**config.mk**
```make
export PLATFORM = sky130hd
export DESIGN_NAME = vending_machine_ctrl_flat
export DESIGN_NICKNAME = d
export VERILOG_FILES = /design/src/rtl/vending_machine_ctrl_if.sv /design/src/rtl/vending_machine_ctrl.sv /design/src/flat_wrapper.sv
export SDC_FILE = /design/constraint.sdc
export NUM_CORES = 1
export LEC_CHECK = 0
export CAP_MARGIN = 10
export CORE_MARGIN = 1
export CORE_UTILIZATION = 40
export DETAILED_ROUTE_END_ITERATION = 12
export MAX_ROUTING_LAYER = met4
export SKIP_LAST_GASP = 1
export SLEW_MARGIN = 10
export SYNTH_ARGS = -nofsm -noshare
export SYNTH_HDL_FRONTEND = slang
export SYNTH_SLANG_ARGS = --single-unit
export TNS_END_PERCENT = 20
```
**constraint.sdc**
```tcl
create_clock -name i_clk -period 6.9 [get_ports i_clk]
set_input_delay 1.725 -clock i_clk [delete_from_list [all_inputs] [get_ports i_clk]]
set_output_delay 1.725 -clock i_clk [all_outputs]
set_load 0.03 [all_outputs]
```
**src/rtl/vending_machine_ctrl_if.sv**
```systemverilog
// vending_machine_ctrl_if: coin, cancel, restock and change-hopper signals of the vending controller
interface vending_machine_ctrl_if #(parameter int CW = 3, parameter int STOCK_W = 4);
  logic               i_coin_valid;
  logic [1:0]         i_coin;
  logic               i_cancel;
  logic               i_restock;
  logic               i_change_ready;
  logic               o_vend;
  logic               o_reject;
  logic               o_change_valid;
  logic [1:0]         o_change_coin;
  logic [CW-1:0]      o_credit;
  logic [STOCK_W-1:0] o_stock;
  logic               o_sold_out;
  logic               o_busy;
  modport master (
    output i_coin_valid, i_coin, i_cancel, i_restock, i_change_ready,
    input  o_vend, o_reject, o_change_valid, o_change_coin, o_credit, o_stock, o_sold_out, o_busy
  );
  modport slave (
    input  i_coin_valid, i_coin, i_cancel, i_restock, i_change_ready,
    output o_vend, o_reject, o_change_valid, o_change_coin, o_credit, o_stock, o_sold_out, o_busy
  );
endinterface

```
**src/rtl/vending_machine_ctrl.sv**
```systemverilog
// vending_machine_ctrl: credit accumulation, single-item vend, Rs10/Rs5 change stream and stock tracking
module vending_machine_ctrl #(
  parameter int PRICE_UNITS = 3,
  parameter int CW          = 3,
  parameter int STOCK_INIT  = 8,
  parameter int STOCK_W     = 4
) (
  input logic                    i_clk,
  input logic                    i_rst_n,
  vending_machine_ctrl_if.slave  bus
);
  typedef enum logic [1:0] {IDLE, COLLECT, VEND, CHANGE} state_t;
  state_t             r_state;
  logic [CW-1:0]      r_credit;
  logic [STOCK_W-1:0] r_stock;
  logic               r_vend;
  logic               r_reject;
  logic               r_change_valid;
  logic [1:0]         r_change_coin;
  logic [1:0]         w_units;
  logic               w_legal;
  logic               w_open;
  logic               w_sold_out;
  logic               w_accept;
  logic               w_cancel_ok;
  logic [CW:0]        w_sum;
  logic [CW-1:0]      w_rem;
  logic [1:0]         w_credit_coin;
  logic [1:0]         w_rem_coin;
  always_comb begin
    w_units       = bus.i_coin == 2'b01 ? 2'd1 : bus.i_coin == 2'b10 ? 2'd2 : 2'd0;
    w_legal       = w_units != 2'd0;
    w_open        = r_state == IDLE || r_state == COLLECT;
    w_sold_out    = r_stock == '0;
    w_accept      = bus.i_coin_valid && w_open && w_legal && !w_sold_out && !bus.i_cancel;
    w_cancel_ok   = bus.i_cancel && r_state == COLLECT;
    w_sum         = {1'b0, r_credit} + (CW+1)'(w_units);
    w_rem         = r_credit - (r_credit >= CW'(2) ? CW'(2) : CW'(1));
    w_credit_coin = r_credit >= CW'(2) ? 2'b10 : 2'b01;
    w_rem_coin    = w_rem >= CW'(2) ? 2'b10 : 2'b01;
  end
  // Credit register doubles as the residual owed once the FSM leaves COLLECT
  always_ff @(posedge i_clk or negedge i_rst_n) begin
    if (!i_rst_n) begin
      r_state        <= IDLE;
      r_credit       <= '0;
      r_stock        <= STOCK_W'(STOCK_INIT);
      r_vend         <= 1'b0;
      r_reject       <= 1'b0;
      r_change_valid <= 1'b0;
      r_change_coin  <= 2'b00;
    end else begin
      r_vend   <= 1'b0;
      r_reject <= bus.i_coin_valid && !w_accept;
      r_stock  <= bus.i_restock ? STOCK_W'(STOCK_INIT) :
                  (r_state == VEND && !w_sold_out) ? r_stock - STOCK_W'(1) : r_stock;
      case (r_state)
        IDLE, COLLECT: begin
          if (w_cancel_ok) begin
            r_state        <= CHANGE;
            r_change_valid <= 1'b1;
            r_change_coin  <= w_credit_coin;
          end else if (w_accept) begin
            if (w_sum >= (CW+1)'(PRICE_UNITS)) begin
              r_state  <= VEND;
              r_vend   <= 1'b1;
              r_credit <= CW'(w_sum - (CW+1)'(PRICE_UNITS));
            end else begin
              r_state  <= COLLECT;
              r_credit <= CW'(w_sum);
            end
          end
        end
        VEND: begin
          if (r_credit != '0) begin
            r_state        <= CHANGE;
            r_change_valid <= 1'b1;
            r_change_coin  <= w_credit_coin;
          end else begin
            r_state <= IDLE;
          end
        end
        CHANGE: begin
          if (bus.i_change_ready) begin
            r_credit <= w_rem;
            if (w_rem == '0) begin
              r_state        <= IDLE;
              r_change_valid <= 1'b0;
              r_change_coin  <= 2'b00;
            end else begin
              r_change_coin <= w_rem_coin;
            end
          end
        end
        default: r_state <= IDLE;
      endcase
    end
  end
  assign bus.o_vend         = r_vend;
  assign bus.o_reject       = r_reject;
  assign bus.o_change_valid = r_change_valid;
  assign bus.o_change_coin  = r_change_coin;
  assign bus.o_credit       = r_credit;
  assign bus.o_stock        = r_stock;
  assign bus.o_sold_out     = w_sold_out;
  assign bus.o_busy         = r_state == VEND || r_state == CHANGE;
endmodule

```
**src/flat_wrapper.sv**
```systemverilog
// flat-port wrapper written by rule: the top's interface ports become plain ports
module vending_machine_ctrl_flat 
#(
  parameter int PRICE_UNITS = 3,
  parameter int CW          = 3,
  parameter int STOCK_INIT  = 8,
  parameter int STOCK_W     = 4
)
  (i_clk, i_rst_n, bus_i_coin_valid, bus_i_coin, bus_i_cancel, bus_i_restock, bus_i_change_ready, bus_o_vend, bus_o_reject, bus_o_change_valid, bus_o_change_coin, bus_o_credit, bus_o_stock, bus_o_sold_out, bus_o_busy);
  vending_machine_ctrl_if #(.CW(CW), .STOCK_W(STOCK_W)) bus_i ();
  input logic i_clk;
  input logic i_rst_n;
  input wire logic [$bits(bus_i.i_coin_valid)-1:0] bus_i_coin_valid;
  input wire logic [$bits(bus_i.i_coin)-1:0] bus_i_coin;
  input wire logic [$bits(bus_i.i_cancel)-1:0] bus_i_cancel;
  input wire logic [$bits(bus_i.i_restock)-1:0] bus_i_restock;
  input wire logic [$bits(bus_i.i_change_ready)-1:0] bus_i_change_ready;
  output wire logic [$bits(bus_i.o_vend)-1:0] bus_o_vend;
  output wire logic [$bits(bus_i.o_reject)-1:0] bus_o_reject;
  output wire logic [$bits(bus_i.o_change_valid)-1:0] bus_o_change_valid;
  output wire logic [$bits(bus_i.o_change_coin)-1:0] bus_o_change_coin;
  output wire logic [$bits(bus_i.o_credit)-1:0] bus_o_credit;
  output wire logic [$bits(bus_i.o_stock)-1:0] bus_o_stock;
  output wire logic [$bits(bus_i.o_sold_out)-1:0] bus_o_sold_out;
  output wire logic [$bits(bus_i.o_busy)-1:0] bus_o_busy;
  assign bus_i.i_coin_valid = bus_i_coin_valid;
  assign bus_i.i_coin = bus_i_coin;
  assign bus_i.i_cancel = bus_i_cancel;
  assign bus_i.i_restock = bus_i_restock;
  assign bus_i.i_change_ready = bus_i_change_ready;
  assign bus_o_vend = bus_i.o_vend;
  assign bus_o_reject = bus_i.o_reject;
  assign bus_o_change_valid = bus_i.o_change_valid;
  assign bus_o_change_coin = bus_i.o_change_coin;
  assign bus_o_credit = bus_i.o_credit;
  assign bus_o_stock = bus_i.o_stock;
  assign bus_o_sold_out = bus_i.o_sold_out;
  assign bus_o_busy = bus_i.o_busy;
  vending_machine_ctrl #(.PRICE_UNITS(PRICE_UNITS), .CW(CW), .STOCK_INIT(STOCK_INIT), .STOCK_W(STOCK_W)) u_core (.i_clk(i_clk), .i_rst_n(i_rst_n), .bus(bus_i));
endmodule
```
# --- Yosys cells after proc, flatten, opt, wreduce, memory -nomap -nowiden ---
# Cells that the tools add are included.
totals:
  wordCells: 83
  reg_bits: 14
  inputBits: 8
  out_inout_bits: 14
op_classes:
  n_reduce_logical: 24
  muxes: 33
  addsub: 4
  eq_ne: 12
  magnitude_cmp: 3
op_table:
  columns: ["op", "count"]
  rows:
  - ["2-bit 2-to-1 mux", 15]
  - ["3-bit 2-to-1 mux", 4]
  - ["2-bit one-hot mux with 3 select lines", 2]
  - ["1-bit 2-to-1 mux", 8]
  - ["4-bit 2-to-1 mux", 2]
  - ["4-bit AND reduction", 2]
  - ["1-bit logical AND", 7]
  - ["2-bit == test, second input constant", 3]
  - ["3-bit by 2-bit >= comparator with 1-bit output, second input constant", 2]
  - ["2-bit by 1-bit != test with 1-bit output, second input constant", 3]
  - ["2-bit != test, second input constant", 3]
  - ["3-bit one-hot mux with 2 select lines", 1]
  - ["3-bit AND reduction", 2]
  - ["2-bit nonzero test", 3]
  - ["3-bit by 2-bit adder with 4-bit output", 1]
  - ["2-bit by 1-bit == test with 1-bit output, second input constant", 2]
  - ["4-bit by 2-bit >= comparator with 1-bit output, second input constant", 1]
  - ["4-bit logical NOT", 1]
  - ["4-bit by 1-bit subtractor with 4-bit output, second input constant", 1]
  - ["1-bit logical NOT", 3]
  - ["3-bit logical NOT", 1]
  - ["3-bit by 1-bit != test with 1-bit output, second input constant", 1]
  - ["1-bit one-hot mux with 3 select lines", 1]
  - ["3-bit nonzero test", 1]
  - ["other kinds (5)", 6]

# --- Logic depth before layout (Yosys ltp) ---
depth:
  ltp_word: 10
  ltp_mapped: 10

# --- Worst setup path after synthesis ---
# OpenSTA, ideal clock, no wires.
synth_timing:
  path_kind: "input-to-reg"
  start: "input bus_i_coin[1]"
  end: "register u_core.r_credit[0] (netlist: u_core.bus.o_credit[0])"
  arrival_time_ns: 3.711
  n_path_buf: 1
  t_required_ns: 6.779
  stages: 10
  slack_ns: 3.068
  path_cell_list: "inv_1 ha_1 ha_1 fa_1 ha_1 clkbuf_1 or4_1 o21ai_0 a311oi_1 o22a_1"
synth_between:
  elab_chain_cells: 9
  elab_cells_between_ends: 17
synth_rtl:
  columns: ["item", "line", "source"]
  rows:
  - ["from (decl)", "flat_wrapper.sv:14", "input wire logic [$bits(bus_i.i_coin)-1:0] bus_i_coin;"]
  - ["2-bit == test", "vending_machine_ctrl.sv:31", "w_units = bus.i_coin == 2'b01 ? 2'd1 : bus.i_coin == 2'b10 ? 2'd2 : 2'd0;"]
  - ["2-bit 2-to-1 mux", "vending_machine_ctrl.sv:31", null]
  - ["2-bit 2-to-1 mux (*)", "vending_machine_ctrl.sv:31", null]
  - ["3-bit by 2-bit adder with 4-bit output / 2-bit nonzero test (equally long branches)", "vending_machine_ctrl.sv:37, vending_machine_ctrl.sv:32", null]
  - ["4-bit by 2-bit >= comparator with 1-bit output / 1-bit logical AND (equally long branches)", "vending_machine_ctrl.sv:64, vending_machine_ctrl.sv:35", null]
  - ["3-bit 2-to-1 mux / 1-bit logical AND (equally long branches)", "vending_machine_ctrl.sv:64, vending_machine_ctrl.sv:35", null]
  - ["3-bit 2-to-1 mux / 1-bit logical AND (equally long branches)", "vending_machine_ctrl.sv:63, vending_machine_ctrl.sv:35", null]
  - ["3-bit 2-to-1 mux / 2-bit by 1-bit != test with 1-bit output (equally long branches)", null, null]
  - ["3-bit one-hot mux with 2 select lines / 4-bit AND reduction (equally long branches)", null, null]
  - ["to (signal assigned)", "vending_machine_ctrl.sv:67", "r_credit <= CW'(w_sum - (CW+1)'(PRICE_UNITS));"]
  - ["to (signal assigned)", "vending_machine_ctrl.sv:70", "r_credit <= CW'(w_sum);"]
  - ["to (signal assigned)", "vending_machine_ctrl.sv:85", "r_credit <= w_rem;"]
  - ["to (decl)", "vending_machine_ctrl.sv:14", "logic [CW-1:0] r_credit;"]
# Mark *: on every way between the ends. The rest lies on a longest branch, timed or not. The select of a mux whose other input is x is not followed.
# A chain may end at the register's enable or synchronous reset.

# --- Worst setup path after layout ---
# Same ends and word-level chain as after synthesis.

==> run_results.csv <==
group,metric,value,unit
routing,wl_per_cell,13.45,um
synthesis,synth_cell_types,44,
floorplan,die_area,0.002856,sq mm
critical_path,cp-end-kind,"flip-flop",
critical_path,crit_slowest_cell,"or4_1",
critical_path,critPathMaxFanout,10,
place,place_inst,160,
timing,period_share,0.5977,
timing,worst_pin_slew,0.6629,ns
critical_path,slowest_delay,0.50,ns
place,hpwl,1694,um
power,p_leak,0.5602,nW
min_path,holdCritPathClass,"reg2reg",
floorplan,dieWidth,53.44,um
timing,final_max_slew_viol_count,0,
layout,stdcell_count,164,
place,portBuffers,21,
synthesis,synthTopCellsByArea,"dfrtp_1, ha_1, inv_1",
synthesis,synth-seq-cells,14,
synthesis,avgSynthCellArea,9.204,sq um
timing,finalSetupTns,0,ns
synthesis,synth_area_leader_cell,"dfrtp_1",
layout,area_delta_synth_final,23.40,%
timing,relSlewSlack,0.5567,
synthesis,seq_area_frac_synth,0.3322,
synthesis,synth-simple-area-share,0.2175,
synthesis,yosys-top-cells-count,"dfrtp_1, inv_1, ha_1, nand2_1",
synthesis,ys.flop_type,"dfrtp_1",
synthesis,synth-compound-area-share,0.1809,
global_route,grt_pass1_wl,3553,um
synthesis,synthMuxAreaShare,0.04374,
synthesis,synth_xor_area_frac,0.03310,
layout,n_antenna_cell,0,
global_route,antenna_found_initial,0,
flow_run,maxCapViolCount,0,
synthesis,async_flop_share,1.000,
cts,clk_latency,0.28,ns
status,run_status,"finished clean",
routing,wl,2206,um
power,vdd_ir_drop_max,253.5,uV
critical_path,cp_common_cell,"ha_1",
cts,htree_levels,1,
power,p_per_area,446.4,mW/mm^2
layout,fillers,233,
synthesis,syn_nets,133,
cts,hold_buffers,0,
synthesis,synthCells,115,
cts,clk_pin_slew,0.09,ns
synthesis,yosysMostFrequentCell,"dfrtp_1",
synthesis,synth_top_family_by_area,"simple AND/OR/NAND/NOR gates",
cts,cts_tree,"done",
cts,postCtsSetupRepairBufs,0,
cts,clockBufferDepth,2,
synthesis,netlist_area,0.001059,sq mm
timing,finClkSkew,0.007763,ns
critical_path,start_kind,"input pin",
global_route,grt_pass1_vias,825,
routing,drtIter0Drc,12,
layout,finalNetCount,153,
routing,drt_first_pass_iters,4,
critical_path,arrival,4.30,ns
critical_path,critPathBufInv,2,
cts,numCtsBuffers,3,
critical_path,cp_top_family,"adder cells",
place,globalplace.congestion,0.8068,
routing,drtAntennaViolNets,0,
cts,cts.repair.resized,0,
routing,vias_per_cell,5.543,
critical_path,crit_type,"in2reg",
timing,final.min_clock_period,4.124,ns
floorplan,core,0.002500,sq mm
synthesis,yosysWarnings,0,
timing,rsz0062_at_grt,"false",
routing,route.detailed.drc,0,
timing,hold_violations,0,
synthesis,synth-adder-area-share,0.1253,
floorplan,start_util,0.4234,
floorplan,fp.dieH,53.44,um
global_route,grt_max_degree,18,
floorplan,rows,18,
global_route,grt_overflow_total,0,
global_route,grt_use_total,0.1783,
timing,timing.fmax,242.5,MHz
timing,finalSetupViolCount,0,
layout,fin_util,0.5225,
synthesis,yosys.area.top_type_share,0.3073,
critical_path,crit_path_cell_trace,"clkdlybuf4s50_1 > inv_1 > ha_1 > ha_1 > fa_1 > ha_1 > or4_1 > o21ai_0 > a311oi_1 > o22a_1",
synthesis,synth_edf_count,0,
routing,vias,909,
cts,clock_sinks,14,
cts,cts_root_buf,"clkbuf_4",
floorplan,ios,22,
layout,drive_gt1_frac,0.08955,
critical_path,required,7.08,ns
==> where the power goes <==
part / switching, mW / internal (mW)
clock: 0.0271 / 0.0224
combinational: 0.208 / 0.171
sequential: 0.0443 / 0.110
total: 0.279 / 0.304
==> final cells by class <==
class	count	area, sq um	area share
timing repair buffer	21	210.2	0.1609
multi-input combinational	83	635.6	0.4866
clock buffer	4	26.28	0.02011
sequential	14	351.6	0.2692
inverter	12	45.04	0.03448
tap	30	37.54	0.02874
==> routing by layer <==
metal  share of wire  global-route usage  up-vias
li1                -                   -      453
met1            0.49              0.2292      424
met2            0.46              0.2771       30
met3           0.049             0.05172        2
met4          0.0068             0.03509        0
met5               0                   -        -
==> logic make-up after synthesis <==
kind of cell | count (synthesis)
simple gates | 40
compound gates | 25
buf+inv | 18
flops | 14
fa+ha+maj | 10
xor+xnor | 4
mux | 4
==> final timing paths <==
check | endpoint | slack, ns | depth (start not counted) | startpoint
setup / recovery | u_core.bus.o_credit[0] | 2.78 | 10 | bus_i_coin[1]
hold / removal | u_core.bus.o_change_coin[1] | 0.52 | 1 | u_core.bus.o_change_coin[1]
setup reg to reg | u_core.bus.o_credit[0] | 4.42 | 7 | u_core.bus.o_credit[0]
hold reg to reg | u_core.bus.o_change_coin[1] | 0.52 | 1 | u_core.bus.o_change_coin[1]
max in group asynchronous | u_core.bus.o_stock[1] | 4.63 | 1 | i_rst_n
min in group asynchronous | u_core.r_state[1] | 1.84 | 1 | i_rst_n
==> placed cells by master (no fill, tap or decap), types with 2 or more instances in the layout <==
cell type and n:
o21ai_0 3, inv_1 11, o21ai_1 2, xnor2_1 2, dfrtp_1 13, nor2b_1 3, a21oi_1 4, nand2b_1 5
xor2_1 2, o41ai_1 2, nand2_1 6, o22ai_1 3, clkdlybuf4s50_1 21, nand3_1 5, ha_1 9, clkbuf_4 3
a31oi_1 2, nor2_1 5, mux2i_1 2, nor3_1 5, o22a_1 2
==> sequential cells by signal, summed over array words and instances, names as in the netlist <==
name,count
u_core.bus.o_reject,1
u_core.bus.o_change_valid,1
u_core.bus.o_vend,1
u_core.bus.o_change_coin,2
u_core.bus.o_stock,4
u_core.r_state,2
u_core.bus.o_credit,3
==> stage by stage <==
stage | hold WS, ns | instance area [sq um] | setup slack, ns | power, mW
after floorplan | 0.6314 | 1059 | 3.068 | 0.4331
after global placement | 0.4995 | 1280 | 2.559 | 0.5291
after detailed placement | 0.4965 | 1280 | 2.489 | 0.5354
after CTS | 0.5232 | 1306 | 2.783 | 0.5866
after global routing | 0.5310 | 1306 | 2.639 | 0.6322
final | 0.5197 | 1306 | 2.776 | 0.5832
No activity file was read; power rests on OpenSTA's default activity.
